$ cat src/rtl/writeback_stage.sv
// Writeback stage: load alignment/extension, writeback value select, register file
// write port, two-level forwarding and retired-instruction counter.
module writeback_stage (
    input  logic        clock,
    input  logic        reset,
    input  logic        in_valid,
    input  logic        in_reg_write,
    input  logic [4:0]  in_rd,
    input  logic [1:0]  in_wb_sel,
    input  logic [31:0] in_alu_result,
    input  logic [31:0] in_pc,
    input  logic [31:0] in_load_data,
    input  logic [2:0]  in_funct3,
    input  logic [1:0]  in_addr_lo,
    output logic        rf_write_enable,
    output logic [4:0]  rf_addr_rd,
    output logic [31:0] rf_data_rd,
    output logic        fwd_wb_valid,
    output logic [4:0]  fwd_wb_rd,
    output logic [31:0] fwd_wb_data,
    output logic        fwd_hold_valid,
    output logic [4:0]  fwd_hold_rd,
    output logic [31:0] fwd_hold_data,
    output logic        load_misaligned,
    output logic [63:0] instret
);

    logic        is_byte;
    logic        is_half;
    logic        is_word;
    logic        misaligned;
    logic        write_qual;
    logic [7:0]  load_byte;
    logic [15:0] load_half;
    logic [31:0] load_value;
    logic [31:0] wb_value;

    logic        stage_we;
    logic [4:0]  stage_rd;
    logic [31:0] stage_data;

    always_comb begin
        is_byte = (in_funct3[1:0] == 2'b00);
        is_half = (in_funct3[1:0] == 2'b01);
        // funct3 values that are neither byte nor half fall back to a word load
        is_word = !is_byte && !is_half;

        misaligned = (in_wb_sel == 2'd1) &&
                     ((is_word && (in_addr_lo != 2'd0)) || (is_half && in_addr_lo[0]));

        write_qual = in_reg_write && (in_wb_sel != 2'd3) && (in_rd != 5'd0) && !misaligned;

        load_byte = 8'h00;
        unique case (in_addr_lo)
            2'd0: load_byte = in_load_data[7:0];
            2'd1: load_byte = in_load_data[15:8];
            2'd2: load_byte = in_load_data[23:16];
            2'd3: load_byte = in_load_data[31:24];
        endcase
        load_half = in_addr_lo[1] ? in_load_data[31:16] : in_load_data[15:0];

        if (is_byte)
            load_value = {{24{load_byte[7] & ~in_funct3[2]}}, load_byte};
        else if (is_half)
            load_value = {{16{load_half[15] & ~in_funct3[2]}}, load_half};
        else
            load_value = in_load_data;

        wb_value = in_alu_result;
        unique case (in_wb_sel)
            2'd0: wb_value = in_alu_result;
            2'd1: wb_value = load_value;
            2'd2: wb_value = in_pc + 32'd4;
            2'd3: wb_value = in_alu_result;
        endcase
    end

    always_ff @(posedge clock) begin
        if (reset) begin
            stage_we        <= 1'b0;
            stage_rd        <= '0;
            stage_data      <= '0;
            fwd_hold_valid  <= 1'b0;
            fwd_hold_rd     <= '0;
            fwd_hold_data   <= '0;
            load_misaligned <= 1'b0;
            instret         <= '0;
        end else begin
            stage_we <= in_valid && write_qual;
            if (in_valid) begin
                stage_rd   <= in_rd;
                stage_data <= wb_value;
                instret    <= instret + 64'd1;
                if (misaligned)
                    load_misaligned <= 1'b1;
            end
            fwd_hold_valid <= fwd_wb_valid;
            fwd_hold_rd    <= fwd_wb_rd;
            fwd_hold_data  <= fwd_wb_data;
        end
    end

    always_comb begin
        rf_write_enable = stage_we;
        rf_addr_rd      = stage_rd;
        rf_data_rd      = stage_data;
        fwd_wb_valid    = stage_we;
        fwd_wb_rd       = stage_rd;
        fwd_wb_data     = stage_data;
    end

endmodule

$ cat config.mk
export PLATFORM = sky130hd
export DESIGN_NAME = writeback_stage
export DESIGN_NICKNAME = d
export VERILOG_FILES = /design/src/rtl/writeback_stage.sv
export SDC_FILE = /design/constraint.sdc
export NUM_CORES = 1
export LEC_CHECK = 0
export ABC_AREA = 1
export BUFFER_PORTS_ARGS = -buffer_cell sky130_fd_sc_hd__buf_2
export CORE_MARGIN = 1.5
export CORE_UTILIZATION = 30
export CTS_CLUSTER_DIAMETER = 200
export DETAILED_ROUTE_END_ITERATION = 12
export PLACE_DENSITY = 0.61
export SYNTH_ARGS = -nofsm -noshare
export SYNTH_HDL_FRONTEND = slang
export SYNTH_SLANG_ARGS = --single-unit
$ cat constraint.sdc
create_clock -name clock -period 3.1 [get_ports clock]
set_input_delay 0.62 -clock clock [delete_from_list [all_inputs] [get_ports clock]]
set_output_delay 0.62 -clock clock [all_outputs]
set_load 0.01 [all_outputs]
==> flow_summary.ini <==
[run_status]
status = completed

[floorplan]
rows = 62
die_area_mm2 = 0.0301
die_width_um = 174
fp.dieH_um = 174
start_util = 0.305
core_area_mm2 = 0.0286
io_pins = 291

[final_layout]
nets = 1751
regArea_mm2 = 0.00282
final_area_mm2 = 0.0109
fill_cells = 3175
multi_input_area_mm2 = 0.00478
area_growth_pct = 25.0
drive_gt1_frac = 0.248

[global_route]
grt_max_degree = 55
grt_pass1_vias = 9139
track_usage = 0.217
grt_first_pass_wirelength_um = 50500
antenna_found_initial = 4
overflow = 0

[placement]
gp_congestion = 0.949
pre_cts_ws_ns = 0.659
place_area_mm2 = 0.0103
dp_hpwl_um = 26100
port_buffers = 290

[sta]
drv_slew = 0
fmax_ghz = 0.484
fin_tns_setup_ns = 0
hold_ws_ns = 0.440
timing.final.crit_share = 0.667
worst_pin_slew_ns = 1.19
rsz0062_at_grt = false
hold_violations = 0
slew_headroom = 0.206
period_minus_slack_ns = 2.07
fin_skew_ns = 0.0122
setup_viol = 0
fin_ws_ns = 1.03

[power]
p_switching_uw = 1400
power_density_mw_per_mm2 = 441
power.share.clock = 0.464
vdd_drop_max_v = 0.000330
pwr-share-seq = 0.399
p_leak_uw = 0.00522
internal_power_uw = 3410
swShare = 0.291
pwr-share-comb = 0.137

[synthesis]
synth_cell_types = 40
ys_seq_area_frac = 0.324
synth_fp_nets = 1511
synthesis.area_mm2 = 0.00872
syn_area_per_cell_um2 = 6.26
syn_inst = 1394
synth_top_area_cell = dfxtp_1
yosysWarnings = 0
yosys.area.top_type_share = 0.324
ys_seq_elements = 141
ys_top_cells_by_area = dfxtp_1 32%, nand2_1 16%, nor2_1 9.0%, inv_1 7.1%, nand3_1 4.8%

[critical_path]
path_class = primary input to register
worstPathRequired_ns = 3.47
worstPathArrival_ns = 2.43
end_kind = register
worstReg2RegStart = instret[0]
rrSetupSlack_ns = 1.05
startpoint = in_funct3[1]
cp-start-kind = primary input
reg2reg_to = instret[44]
cp_max_fo = 17
reg2reg_depth = 9

[route]
vias = 9756
drt_iter0_markers = 718
vias_per_cell = 4.80
wl_per_cell_um = 16.3
route.detailed.drc = 0
finalWirelength_um = 33100
ant_nets = 0
drt-pass1-iter-count = 5

[clocking]
cts_resized = 0
cts_setup_buffers = 0
ctsHoldBuffers = 0
worstSkewPairLatency_ns = 0.42
cts_max_level = 4
cts_root_buf = clkbuf_16
max-clock-path-buffers = 2
numCtsBuffers = 17
path_clk_slew_ns = 0.07
tritoncts = yes
cts.sinks = 141

[hold_path]
timing.hold.worst.class = register to register
hold_depth = 2
min_to = fwd_hold_valid
hold_path_startpoint = fwd_wb_valid

[flow_run]
maxCapViolations = 0
## how the worst max path moves through the flow
| stage | endpoint | slack (ns) | depth (start not counted) |
|---|---|---|---|
| finish | fwd_wb_data[17] | 1.03 | 10 |
| global route | fwd_wb_data[17] | 0.74 | 10 |
| CTS | instret[44] | 1.09 | 9 |
| detailed placement | fwd_wb_data[17] | 0.66 | 10 |
| global placement | fwd_wb_data[17] | 0.65 | 10 |
| floorplan | fwd_wb_data[18] | 1.25 | 8 |
## through the flow
| stage | cells | power [uW] | util |
|---|---|---|---|
| after floorplan | 1394 | 2330 | - |
| after global placement | 1999 | 2620 | 0.359 |
| after detailed placement | 1999 | 2610 | 0.359 |
| after CTS | 2031 | 4850 | 0.381 |
| after global routing | 2031 | 5000 | 0.381 |
| final | 2033 | 4810 | 0.381 |
## state kept, by name, indices dropped and copies added, names as in the netlist
name             flops
instret             64
load_misaligned      1
fwd_wb_data         32
fwd_wb_rd            5
fwd_hold_data       32
fwd_hold_valid       1
fwd_wb_valid         1
fwd_hold_rd          5
## synthesized netlist by cell type (all sizes together)
cell type	instances
a22o	3
o2111ai	3
ha	5
nand4	28
nand2	388
nand3	92
dfxtp	141
nor3b	1
xor2	10
a21oi	70
and3	5
nand3b	6
buf	55
inv	174
o21ai	91
nor2	240
o211ai	9
or2	2
nor3	22
nor4	4
clkbuf	26
xnor2	13
o21a	2
o221a	1
o21bai	3
## power groups by stage
stage | combinational (uW) | clock [uW] | sequential (uW)
after CTS | 655 | 2270 | 1920
after global placement | 657 | 0 | 1960
after global routing | 720 | 2350 | 1930
after detailed placement | 652 | 0 | 1960
after floorplan | 351 | 0 | 1980
final | 660 | 2230 | 1920
## cell families (layout without fill, tap and decap cells)
logic type	Yosys count	count (layout)	synth area share
AO/OA/AOI/OAI	182	182	0.113
XOR/XNOR	23	23	0.0231
adder cells (fa/ha/maj)	5	5	0.00717
buffers and inverters	255	508	0.128
flip-flops	141	141	0.324
other	0	2	0
AND/OR/NAND/NOR	788	788	0.405
## area by class of cell
type | count | share of cell area
timing repair buffer | 302 | 0.141
antenna | 2 | 0.000459
clock buffer | 18 | 0.0403
clock inverter | 14 | 0.0165
multi-input combinational | 998 | 0.439
inverter | 174 | 0.0599
tap | 384 | 0.0441
sequential | 141 | 0.259
## worst max-delay path: stages
cell and delay, ns:
buf_2 0.21, nor2_4 0.29, inv_2 0.18, a21oi_1 0.25
nand3_2 0.34, nand2_1 0.17, inv_2 0.10, nand3_1 0.09
nand3_1 0.09, nand2_1 0.09
## cell usage in the layout, fill, tap and decap left out, types with 21 or more instances in the layout
master and count:
nor2_1 209, dfxtp_1 141, o21ai_0 79, nor3_1 21, nand4_1 27, a21oi_1 68
nand2_1 372, inv_1 166, buf_2 290, nand3_1 84
## routing by layer
metal  global-route usage  part of all wire  vias up
li1                     -                 -     4859
met1                0.270              0.42     4478
met2                0.373              0.48      373
met3               0.0408             0.072       44
met4               0.0736             0.024        2
met5                    0           0.00039        -
(Power assumes the default switching activity.)
